## config.mk

```make
export PLATFORM = sky130hd
export DESIGN_NAME = seg_scan_mux
export DESIGN_NICKNAME = d
export VERILOG_FILES = /design/src/rtl/seg_scan_pkg.sv /design/src/rtl/seg_scan_tick.sv /design/src/rtl/seg_scan_mux.sv
export SDC_FILE = /design/constraint.sdc
export NUM_CORES = 1
export LEC_CHECK = 0
export ABC_AREA = 0
export CORE_ASPECT_RATIO = 0.75
export CORE_MARGIN = 2
export CORE_UTILIZATION = 45
export CTS_CLUSTER_SIZE = 20
export DETAILED_ROUTE_END_ITERATION = 8
export PLACE_DENSITY_LB_ADDON = 0.25
export REMOVE_ABC_BUFFERS = 1
export SLEW_MARGIN = 30
export SYNTH_ARGS = -nofsm -noshare
export SYNTH_HDL_FRONTEND = slang
export SYNTH_SLANG_ARGS = --single-unit
```

## constraint.sdc

```tcl
create_clock -name clk -period 2.6 [get_ports clk]
set_input_delay 0.52 -clock clk [delete_from_list [all_inputs] [get_ports clk]]
set_output_delay 0.52 -clock clk [all_outputs]
set_load 0.01 [all_outputs]
```

## src/rtl/seg_scan_pkg.sv

```systemverilog
// seg_scan_pkg: types and helpers shared by the 7-segment scanner.
//   state_e   - per-slot FSM encoding (ST_SHOW lit, ST_GUARD all-off gap)
//   ANODE_OFF - inactive level of one common-anode enable line
//   idx_w     - width of the digit index for a given digit count
//   cnt_w     - width of the slot timer for the given show/guard lengths
package seg_scan_pkg;

  typedef enum logic {ST_SHOW = 1'b0, ST_GUARD = 1'b1} state_e;

  localparam logic ANODE_OFF = 1'b1;

  function automatic int idx_w(input int digits);
    return (digits > 1) ? $clog2(digits) : 1;
  endfunction

  function automatic int cnt_w(input int div_cyc, input int guard_cyc);
    int m;
    m = (div_cyc > guard_cyc) ? div_cyc : guard_cyc;
    return $clog2(m + 1);
  endfunction

endpackage

```

## src/rtl/seg_scan_tick.sv

```systemverilog
// seg_scan_tick: slot timer for the scanner.
//   clk, rst_n - clock, async active-low reset
//   in_guard   - 1 while the FSM is in its guard gap, 0 while a digit is lit
//   tick       - end-of-state strobe: last cycle of the current SHOW/GUARD period
// The counter restarts at 0 on every tick so each state starts a fresh count.
module seg_scan_tick import seg_scan_pkg::*; #(
  parameter int DIV_CYC   = 1000,
  parameter int GUARD_CYC = 16
) (
  input  logic clk,
  input  logic rst_n,
  input  logic in_guard,
  output logic tick
);

  localparam int CW = cnt_w(DIV_CYC, GUARD_CYC);
  localparam logic [CW-1:0] SHOW_LAST  = CW'(DIV_CYC - 1);
  // With no guard the FSM never enters ST_GUARD, so this value is unused.
  localparam logic [CW-1:0] GUARD_LAST = CW'((GUARD_CYC > 0) ? GUARD_CYC - 1 : 0);

  logic [CW-1:0] div_cnt_q, div_cnt_d;

  always_comb begin
    tick      = in_guard ? (div_cnt_q == GUARD_LAST) : (div_cnt_q == SHOW_LAST);
    div_cnt_d = tick ? '0 : div_cnt_q + 1'b1;
  end

  always_ff @(posedge clk or negedge rst_n) begin
    if (!rst_n) div_cnt_q <= '0;
    else        div_cnt_q <= div_cnt_d;
  end

endmodule

```

## src/rtl/seg_scan_mux.sv

```systemverilog
// seg_scan_mux: time-multiplexed scanner for a common-anode 7-segment bank.
//   in_valid/in_ready/in_data/in_dp_mask - word handshake; nibble i = digit i
//   digit_num  - 4-bit code for the external hex-to-segment decoder
//   an         - anode enables, active-low, one per digit
//   dp         - decimal point, active-low
//   frame_done - 1-cycle pulse after each frame boundary
// One word is buffered in a pending register and copied to the active
// register only when the scan wraps, so a frame never mixes two words.
// Optional: define SEG_SCAN_LZ_BLANK_EN to blank leading-zero digits.
module seg_scan_mux import seg_scan_pkg::*; #(
  parameter int DIGITS    = 8,
  parameter int DIV_CYC   = 1000,
  parameter int GUARD_CYC = 16
) (
  input  logic                  clk,
  input  logic                  rst_n,
  input  logic                  in_valid,
  output logic                  in_ready,
  input  logic [4*DIGITS-1:0]   in_data,
  input  logic [DIGITS-1:0]     in_dp_mask,
  output logic [3:0]            digit_num,
  output logic [DIGITS-1:0]     an,
  output logic                  dp,
  output logic                  frame_done
);

  localparam int IW = idx_w(DIGITS);
  localparam logic [IW-1:0] LAST_IDX = IW'(DIGITS - 1);

  state_e              state_q, state_d;
  logic [IW-1:0]       idx_q, idx_d;
  logic [4*DIGITS-1:0] act_data_q, act_data_d, pend_data_q, pend_data_d;
  logic [DIGITS-1:0]   act_mask_q, act_mask_d, pend_mask_q, pend_mask_d;
  logic                pend_vld_q, pend_vld_d;
  logic [3:0]          digit_num_q, digit_num_d;
  logic [DIGITS-1:0]   an_q, an_d;
  logic                dp_q, dp_d, frame_done_q, frame_done_d;
  logic                tick, slot_end, wrap, accept;
  logic [DIGITS-1:0]   lz_blank;

  seg_scan_tick #(.DIV_CYC(DIV_CYC), .GUARD_CYC(GUARD_CYC)) u_tick (
    .clk      (clk),
    .rst_n    (rst_n),
    .in_guard (state_q == ST_GUARD),
    .tick     (tick)
  );

  assign in_ready = ~pend_vld_q;
  assign accept   = in_valid & in_ready;
  // A slot ends after its guard, or straight after SHOW when there is no guard.
  assign slot_end = tick & ((state_q == ST_GUARD) | (GUARD_CYC == 0));
  assign wrap     = slot_end & (idx_q == LAST_IDX);

  // State register
  always_ff @(posedge clk or negedge rst_n) begin
    if (!rst_n) state_q <= ST_SHOW;
    else        state_q <= state_d;
  end

  // Next state, slot index and word buffers
  always_comb begin
    state_d = state_q;
    if (tick) begin
      if (state_q == ST_SHOW) state_d = (GUARD_CYC == 0) ? ST_SHOW : ST_GUARD;
      else                    state_d = ST_SHOW;
    end
    idx_d = idx_q;
    if (slot_end) idx_d = wrap ? '0 : idx_q + 1'b1;

    act_data_d  = act_data_q;
    act_mask_d  = act_mask_q;
    pend_data_d = pend_data_q;
    pend_mask_d = pend_mask_q;
    pend_vld_d  = pend_vld_q;
    // accept and a pending swap are exclusive: accept needs pend_vld_q == 0,
    // so a word taken on the wrap edge stays pending for a full frame.
    if (wrap && pend_vld_q) begin
      act_data_d = pend_data_q;
      act_mask_d = pend_mask_q;
      pend_vld_d = 1'b0;
    end else if (accept) begin
      pend_data_d = in_data;
      pend_mask_d = in_dp_mask;
      pend_vld_d  = 1'b1;
    end
  end

`ifdef SEG_SCAN_LZ_BLANK_EN
  // Digit i (>0) is blank when it and every digit above it are zero.
  always_comb begin
    logic nz_above;
    lz_blank = '0;
    nz_above = 1'b0;
    for (int i = DIGITS - 1; i > 0; i--) begin
      nz_above    = nz_above | (act_data_q[4*i +: 4] != 4'h0);
      lz_blank[i] = ~nz_above;
    end
  end
`else
  assign lz_blank = '0;
`endif

  // Outputs, registered from the current slot
  always_comb begin
    an_d         = {DIGITS{ANODE_OFF}};
    dp_d         = 1'b1;
    digit_num_d  = digit_num_q;
    frame_done_d = wrap;
    if (state_q == ST_SHOW) begin
      digit_num_d = act_data_q[{idx_q, 2'b00} +: 4];
      dp_d        = ~act_mask_q[idx_q];
      if (!lz_blank[idx_q]) an_d[idx_q] = 1'b0;
    end
  end

  always_ff @(posedge clk or negedge rst_n) begin
    if (!rst_n) begin
      idx_q        <= '0;
      act_data_q   <= '0;
      act_mask_q   <= '0;
      pend_data_q  <= '0;
      pend_mask_q  <= '0;
      pend_vld_q   <= 1'b0;
      digit_num_q  <= 4'h0;
      an_q         <= {DIGITS{ANODE_OFF}};
      dp_q         <= 1'b1;
      frame_done_q <= 1'b0;
    end else begin
      idx_q        <= idx_d;
      act_data_q   <= act_data_d;
      act_mask_q   <= act_mask_d;
      pend_data_q  <= pend_data_d;
      pend_mask_q  <= pend_mask_d;
      pend_vld_q   <= pend_vld_d;
      digit_num_q  <= digit_num_d;
      an_q         <= an_d;
      dp_q         <= dp_d;
      frame_done_q <= frame_done_d;
    end
  end

  assign digit_num  = digit_num_q;
  assign an         = an_q;
  assign dp         = dp_q;
  assign frame_done = frame_done_q;

endmodule

```

## Word level (Yosys, flattened, before mapping)

Memory sizes are Yosys's and may differ from the RTL's.
Index checks and enable logic that the tools add are counted.

| word-level totals | value |
|---|---|
| bits in writable memories | 0 |
| word-level logic and storage cells | 46 |
| output and inout port bits | 15 |
| flip-flop bits (word level) | 109 |
| memories kept | 1 |
| bits in latches | 0 |
| ROM bits | 8 |

| operators by class | value |
|---|---|
| eq/ne operators | 3 |
| $lt $le $gt $ge | 2 |
| add/sub/neg operators | 2 |
| bitwise logic cells | 7 |
| div/mod/pow operators | 0 |
| multiplexer cells | 14 |
| multipliers | 0 |
| reductions and logical operators | 4 |
| shifts and indexed selects | 1 |

Memories:

| memory | words | bits a word | rd ports | clocked after memory_dff | write ports | line | RTL |
|---|---|---|---|---|---|---|---|
| (no name shown) | 8 | 1 | 1 | 0 | 0 | seg_scan_mux.sv:112 | `if (!lz_blank[idx_q]) an_d[idx_q] = 1'b0;` |

Operators by type and width:

| cell | count |
|---|---|
| 32-bit by 6-bit variable part select with 4-bit output | 1 |
| 8-bit two-way mux | 2 |
| 10-bit by 1-bit adder with 10-bit output, second input constant | 1 |
| 10-bit equality test, second input constant | 1 |
| 10-bit by 4-bit equality test with 1-bit output, second input constant | 1 |
| 10-bit two-way mux | 1 |
| 1-bit two-way mux | 8 |
| 8-bit NOT | 1 |
| 3-bit by 4-bit less-than comparator with 1-bit output, second input constant | 1 |
| 3-bit by 1-bit adder with 3-bit output, second input constant | 1 |
| 1-bit AND | 3 |
| 1-bit binary-select mux with 3-bit select | 1 |
| 1-bit demux with 3-bit select | 1 |
| 3-bit equality test, second input constant | 1 |
| 3-bit by 1-bit >= comparator with 1-bit output, second input constant | 1 |
| 3-bit two-way mux | 1 |
| 1-bit NOT | 3 |
| 1-bit logical AND | 2 |
| 2-bit AND reduction | 1 |
| 2-bit nonzero test | 1 |

## Logic depth before layout (Yosys ltp)

Gate-level depths: netlist (run 1).

| depth | value |
|---|---|
| depth in word-level cells | 7 |
| gate-level depth with buffers | 6 |
| mapped depth without buffers | 5 |

## Cells and area by module

A second synthesis (run 1) with hierarchy kept.

| second synthesis, totals | value |
|---|---|
| cell total of the unflattened synthesis | 308 |
| area total of the unflattened synthesis | 4643.2 µm² |

By module, submodules not included:

| module | times used | area each (µm²) | cells each |
|---|---|---|---|
| seg_scan_mux | 1 | 4165.2 | 263 |
| seg_scan_tick | 1 | 478.0 | 45 |

## Worst setup path after synthesis (run 1)

OpenSTA, ideal clock, no wires.

| path | value |
|---|---|
| kind | reg2reg |
| start | reg u_tick.div_cnt_q[6] |
| end | reg act_data_q[10] |
| arrival | 1.930 ns |
| path slack | 0.545 ns |
| cell stages (with the launch flop) | 6 |
| library setup time | 0.125 ns |
| buffers on the path | 1 |
| cells stage by stage | dfrtp_1 > nand4_1 > or4b_4 > a211oi_4 > buf_6 > mux2_2 |

| between the ends | value |
|---|---|
| longest elaborated chain between the ends | 5 |

RTL lines:

| element | line | RTL |
|---|---|---|
| from (decl) | seg_scan_tick.sv:21 | `logic [CW-1:0] div_cnt_q, div_cnt_d;` |
| from (signal assigned) | seg_scan_tick.sv:30 | `else div_cnt_q <= div_cnt_d;` |
| 10-bit equality test or 10-bit by 4-bit equality test with 1-bit output (tied branches) | seg_scan_tick.sv:24 | `tick = in_guard ? (div_cnt_q == GUARD_LAST) : (div_cnt_q == SHOW_LAST);` |
| 1-bit two-way mux (*) | seg_scan_tick.sv:24 |  |
| 1-bit AND (*) | seg_scan_mux.sv:51 | `assign slot_end = tick & ((state_q == ST_GUARD) \| (GUARD_CYC == 0));` |
| 1-bit AND (*) | seg_scan_mux.sv:52 | `assign wrap = slot_end & (idx_q == LAST_IDX);` |
| 1-bit logical AND (*) | seg_scan_mux.sv:77 | `if (wrap && pend_vld_q) begin` |
| to (signal assigned) | seg_scan_mux.sv:130 | `act_data_q <= act_data_d;` |
| to (decl) | seg_scan_mux.sv:32 | `logic [4*DIGITS-1:0] act_data_q, act_data_d, pend_data_q, pend_data_d;` |

Mark *: on every way between the ends. The rest lies on a longest branch, timed or not.
A chain may end at the register's enable or synchronous reset.

## Worst setup path in the final report (run 1)

| path | value |
|---|---|
| start | reg u_tick.div_cnt_q[6] |
| end | reg act_data_q[5] |

The elaborated chain is that of the path after synthesis.

==> impl_metrics.py, run 1 <==
metrics = {
    "run_status": {
        "status": "finished, final reports clean",
    },
    "grt": {
        "grt_pass1_wl_um": 12800,
        "grt_pass1_vias": 2501,
        "grt_use_total_pct": 15.6,
        "grt_overflow": 0,
        "grt_max_degree": 80,
        "antenna_found_initial": 0,
    },
    "clocking": {
        "cts_max_level": 3,
        "cts_inserted_buffers": 9,
        "clk_pin_slew_ps": 60,
        "clock-sinks": 109,
        "holdBufCountCts": 0,
        "ctsRootBufferMaster": "clkbuf_16",
        "cts_tree": "done",
        "clock_path_buffers": 2,
        "cts_setup_buffers": 0,
        "clkLatencyLatePin_ps": 340,
        "cts-resized-gates": 0,
    },
    "placement": {
        "place_area_um2": 5190,
        "hpwlAfterDp_um": 5200,
        "gp_congestion": 0.771,
        "port_buffers": 57,
    },
    "yosys": {
        "synthTopCellsByArea": "dfrtp_1 56%, mux2_2 21%, dfstp_2 5.3%",
        "yosysSeqAreaShare_pct": 61.6,
        "synth_top_cell_by_area": "dfrtp_1",
        "netlist_area_um2": 4440,
        "synth.avg_cell_area_um2": 15.3,
        "async_flop_share_pct": 100,
        "synth_common_cells": "100 x dfrtp_1, 81 x mux2_2, 15 x nor2_1, 10 x mux4_2, 10 x nand2_1",
        "yosys.cell_count.top_type": "dfrtp_1",
        "synth_ff_type": "dfrtp_1",
        "synth_top_area_share_pct": 56.3,
        "synth-edff-count": 0,
        "ys_warn_count": 0,
        "yosys_register_bits": 109,
        "synth_cell_types": 29,
        "synthCells": 290,
    },
    "critical_path": {
        "slowest_delay_ps": 560,
        "worstSetupPathType": "flop to flop",
        "rrSetupSlack_ps": 350,
        "cp.required_ps": 2830,
        "startpoint": "u_tick.div_cnt_q[6]",
        "reg2reg_from": "u_tick.div_cnt_q[6]",
        "cp_slowest_cell": "or4b_4",
        "end_kind": "flop",
        "critPathLaunchType": "flop",
        "critical_path.max_fanout": 25,
        "reg2regPathDepth": 5,
        "critPathArrivalTime_ps": 2480,
        "endpoint": "act_data_q[5]",
        "rr_endpoint": "act_data_q[5]",
        "cp_cell_sequence": "nand4_1, or4b_4, a211oi_4, buf_4, mux2_2",
    },
    "power_and_ir_drop": {
        "p_leak_nw": 2.49,
        "pwr-share-comb_pct": 5.0,
        "sw_frac_of_total_pct": 19.9,
        "p_seq_share_pct": 55.1,
        "powerDensity_nw_per_um2": 599,
        "irDropWorstVdd_mv": 0.354,
        "p_clk_share_pct": 39.8,
        "p_sw_mw": 0.651,
        "fin_total_pwr_mw": 3.28,
        "p_int_mw": 2.63,
    },
    "hold_path": {
        "hold_class": "input port to async pin",
    },
    "timing": {
        "setup_viol": 0,
        "drv_slew": 0,
        "period_minus_slack_ps": 2250,
        "final-hold-violation-count": 0,
        "fmax_mhz": 444,
        "maxSlewHeadroom_pct": 71.8,
        "finalCritPeriodShare_pct": 86.7,
        "holdWs_ps": 108,
        "grt_setup_unrepaired": "false",
        "skew_ps": 6.80,
        "max_slew.worst_pin.slew_ps": 423,
    },
    "route": {
        "ant_nets": 0,
        "first_iter_violations": 144,
        "drt_wl_total_um": 7690,
        "wl_per_cell_um": 15.7,
        "first_pass_iters": 4,
        "drc": 0,
        "via_per_inst": 5.05,
        "vias": 2479,
    },
    "die": {
        "coreArea_um2": 9620,
        "die-height_um": 90.1,
        "rows": 31,
        "io_pins": 58,
        "die_w_um": 119,
        "start_util_pct": 46.2,
        "die-area_um2": 10700,
    },
    "layout": {
        "drive_gt1_share_pct": 34.8,
        "synthToLayoutAreaGrowth_pct": 23.1,
        "nets": 400,
        "postLayoutCoreUtil_pct": 56.9,
        "fin_area_um2": 5470,
        "antenna_cells": 0,
        "fillers": 818,
    },
    "run": {
        "maxCapViolCount": 0,
    },
}
## registers in the layout, indices dropped and copies added, names as in the netlist
| name | flops |
|---|---|
| act_data_q | 32 |
| act_mask_q | 8 |
| an | 8 |
| digit_num | 4 |
| dp | 1 |
| frame_done | 1 |
| idx_q | 3 |
| pend_data_q | 32 |
| pend_mask_q | 8 |
| pend_vld_q | 1 |
| state_q | 1 |
| u_tick.div_cnt_q | 10 |
## through the flow
| step | setup WS [ps] | std cells | TNS [ps] |
|---|---|---|---|
| floorplan | -341 | 276 | -23990 |
| global placement | 418 | 475 | 0 |
| detailed placement | 360 | 475 | 0 |
| CTS | 338 | 491 | 0 |
| global route | 253 | 491 | 0 |
| finish | 346 | 491 | 0 |
## critical path: cells and delay by family (launching register included)
family          cells  cell delay (ps)
simple gates        2              710
flops               1              420
mux                 1              380
buf+inv             1              350
compound gates      1              260
## power groups by stage
stage / Combinational (mW) / Clock, mW / Sequential, mW
after global routing: 0.185 / 1.42 / 1.82
after CTS: 0.170 / 1.35 / 1.81
after floorplan: 0.0633 / 0 / 1.82
final: 0.165 / 1.31 / 1.81
after global placement: 0.165 / 0 / 1.84
after detailed placement: 0.170 / 0 / 1.84
## layout make-up
| class | count | area, µm² | share of cell area [%] |
|---|---|---|---|
| Sequential cell | 109 | 2740 | 50.1 |
| Tap cell | 132 | 165 | 3.02 |
| Multi-Input combinational cell | 160 | 1600 | 29.3 |
| Timing Repair Buffer | 67 | 656 | 12.0 |
| Inverter | 7 | 26.3 | 0.480 |
| Clock buffer | 14 | 244 | 4.46 |
| Clock inverter | 2 | 37.5 | 0.686 |
## worst min path at each step
stage                     slack [ps]                 from                  end
after floorplan                  220                rst_n        act_data_q[0]
after global placement           470  u_tick.div_cnt_q[0]  u_tick.div_cnt_q[0]
after detailed placement         480                rst_n           pend_vld_q
after CTS                        110                rst_n      pend_data_q[31]
after global routing             130                rst_n      pend_data_q[23]
final                            110                rst_n       act_data_q[14]
## cells by family (layout without fill, tap and decap cells)
kind of cell	count (synthesis)	in the layout	share of synthesized area, %
multiplexers	94	94	26.4
flip-flops	109	109	61.6
buffers and inverters	21	90	2.48
AND/OR/NAND/NOR	48	48	5.46
AO/OA/AOI/OAI	6	6	1.46
adder cells (fa/ha/maj)	3	3	0.845
XOR/XNOR	9	9	1.77
## placed cells by master, fill, tap and decap left out, drive strengths merged
cell type / Yosys / final
mux2: 84 / 84
ha: 3 / 3
inv: 7 / 7
nand4b: 1 / 1
clkinvlp: 0 / 1
a222oi: 4 / 4
nor3: 1 / 1
nor3b: 1 / 1
nand3: 6 / 6
bufinv: 0 / 1
or3: 1 / 1
clkbuf: 8 / 14
nor4: 1 / 1
nor2: 15 / 15
clkdlybuf4s50: 0 / 56
a21oi: 1 / 1
and4: 1 / 1
mux4: 10 / 10
nand4: 2 / 2
xnor2: 5 / 5
dfrtp: 100 / 100
dfstp: 9 / 9
buf: 6 / 11
nand2: 10 / 10
or4b: 1 / 1
xor2: 4 / 4
nor2b: 7 / 7
and3: 1 / 1
a211oi: 1 / 1
## metal layers
layer	part of all wire, %	global-route usage (%)
met4	1.4	5.46
met1	48	21.7
met3	4.8	5.27
met5	0	0
met2	46	23.1
Note: power is estimated with default switching activity, not from simulation.
==> run 2: changes to the inputs <==
Settings changed: CORE_UTILIZATION 45 to 55.
==> impl_metrics.py, run 2 (synthesis gave the netlist of run 1 again) <==
metrics = {
    "die": {
        "die_w_um": 108,
        "start_util_pct": 56.6,
        "coreArea_um2": 7850,
        "die-area_um2": 8820,
        "io_pins": 58,
        "die-height_um": 81.9,
        "rows": 28,
    },
    "layout": {
        "postLayoutCoreUtil_pct": 68.4,
        "fin_area_um2": 5370,
        "drive_gt1_share_pct": 34.9,
        "fillers": 560,
        "nets": 399,
        "top_regs": "act_data_q (32), pend_data_q (32), u_tick.div_cnt_q (10)",
        "antenna_cells": 0,
        "mostFrequentLayoutCells": "100 x dfrtp_1, 81 x mux2_2, 56 x clkdlybuf4s50_1",
        "layout_commonest_cell": "dfrtp_1",
        "synthToLayoutAreaGrowth_pct": 20.8,
    },
    "critical_path": {
        "crit_buf_inv": 1,
        "worstSetupPathType": "flop to flop",
        "path_depth": 5,
        "critPathLaunchType": "flop",
        "reg2reg_from": "u_tick.div_cnt_q[6]",
        "slowest_delay_ps": 560,
        "cpLargestDelayFamily": "simple AND/OR/NAND/NOR gates",
        "rr_endpoint": "act_mask_q[5]",
        "endpoint": "act_mask_q[5]",
        "end_kind": "flop",
        "cp_cell_sequence": "nand4_1, or4b_4, a211oi_4, buf_12, mux2_2",
        "reg2regPathDepth": 5,
        "rrSetupSlack_ps": 390,
        "critical_path.max_fanout": 40,
        "startpoint": "u_tick.div_cnt_q[6]",
        "cp_slowest_cell": "or4b_4",
        "cp.required_ps": 2840,
        "critPathArrivalTime_ps": 2460,
    },
    "clocking": {
        "clock_path_buffers": 2,
        "clock-sinks": 109,
        "holdBufCountCts": 0,
        "cts_inserted_buffers": 9,
        "cts_setup_buffers": 0,
        "cts-resized-gates": 0,
        "ctsRootBufferMaster": "clkbuf_8",
        "clk_pin_slew_ps": 90,
        "clkLatencyLatePin_ps": 360,
        "cts_max_level": 3,
        "cts_tree": "done",
    },
    "route": {
        "ant_nets": 0,
        "drc": 0,
        "first_iter_violations": 82,
        "wl_per_cell_um": 15.9,
        "vias": 2453,
        "first_pass_iters": 4,
        "drt_wl_total_um": 7380,
        "via_per_inst": 5.30,
    },
    "placement": {
        "gp_congestion": 0.756,
        "hpwlAfterDp_um": 5030,
        "place_area_um2": 5170,
        "port_buffers": 57,
    },
    "run": {
        "maxCapViolCount": 0,
    },
    "timing": {
        "setup_viol": 0,
        "grt_setup_unrepaired": "false",
        "period_minus_slack_ps": 2210,
        "maxSlewHeadroom_pct": 60.3,
        "final-hold-violation-count": 0,
        "skew_ps": 10.0,
        "max_slew.worst_pin.slew_ps": 595,
        "holdWs_ps": 164,
        "drv_slew": 0,
        "fmax_mhz": 452,
        "finalCritPeriodShare_pct": 85.1,
    },
    "hold_path": {
        "hold_class": "input port to async pin",
    },
    "grt": {
        "antenna_found_initial": 0,
        "grt_use_total_pct": 18.9,
        "grt_pass1_vias": 2535,
        "grt_pass1_wl_um": 12600,
        "grt_max_degree": 48,
        "grt_overflow": 0,
    },
    "power_and_ir_drop": {
        "powerDensity_nw_per_um2": 555,
        "p_int_mw": 2.38,
        "p_seq_share_pct": 60.6,
        "irDropWorstVdd_mv": 0.356,
        "p_sw_mw": 0.602,
        "p_leak_nw": 2.46,
        "sw_frac_of_total_pct": 20.2,
        "pwr-share-comb_pct": 5.6,
        "p_clk_share_pct": 33.8,
    },
    "run_status": {
        "status": "finished, final reports clean",
    },
}
## run 2: changes by cell type in the layout (fill, tap and decap cells not counted)
cell,before,now
clkbuf_8,0,11
clkinvlp_4,1,0
clkbuf_16,9,0
clkbuf_1,5,4
buf_4,10,7
buf_12,1,3
## run 2: power groups by stage
stage / registers [mW] / logic [mW] / clock network [mW]
after floorplan: 1.82 / 0.0633 / 0
after global placement: 1.84 / 0.165 / 0
after detailed placement: 1.84 / 0.170 / 0
after CTS: 1.81 / 0.172 / 1.03
after global routing: 1.82 / 0.187 / 1.10
final: 1.81 / 0.167 / 1.01
## run 2: worst min path at each step
| stage | from | to | slack [ps] | cells past startpoint |
|---|---|---|---|---|
| after floorplan | rst_n | act_data_q[0] | 220 | 0 |
| after global routing | rst_n | pend_data_q[9] | 200 | 1 |
| after detailed placement | u_tick.div_cnt_q[0] | u_tick.div_cnt_q[0] | 470 | 1 |
| after CTS | rst_n | pend_data_q[21] | 170 | 1 |
| final | rst_n | pend_data_q[11] | 160 | 1 |
| after global placement | u_tick.div_cnt_q[0] | u_tick.div_cnt_q[0] | 460 | 1 |
## run 2: metal layers
metal	vias to the layer above	track usage, %	routed length, µm
li1	1156	-	-
met1	1244	25.9	3590
met2	47	30.6	3400
met3	6	6.03	329
met4	0	3.46	59
met5	-	0	0
## run 2: metrics by stage
step                total power [mW]  std cells  setup WS (ps)  setup TNS (ps)
finish                          2.98        463            387               0
global route                    3.10        463            275               0
CTS                             3.01        463            393               0
detailed placement              2.01        447            412               0
global placement                2.00        447            452               0
floorplan                       1.88        276           -341          -23990
## run 2: cell type report
class | count | area (µm²) | area share (%)
clock buffer | 15 | 166 | 3.10
multi-input combinational | 160 | 1600 | 29.9
tap | 105 | 131 | 2.45
timing repair buffer | 66 | 673 | 12.5
clock inverter | 1 | 30.0 | 0.559
sequential | 109 | 2740 | 51.0
inverter | 7 | 26.3 | 0.489
## run 2: worst register-to-register path: cells and delay by family (launching register included)
family,cells,cell delay [ps]
compound gates,1,310
simple gates,2,700
buf+inv,1,260
flops,1,430
mux,1,400
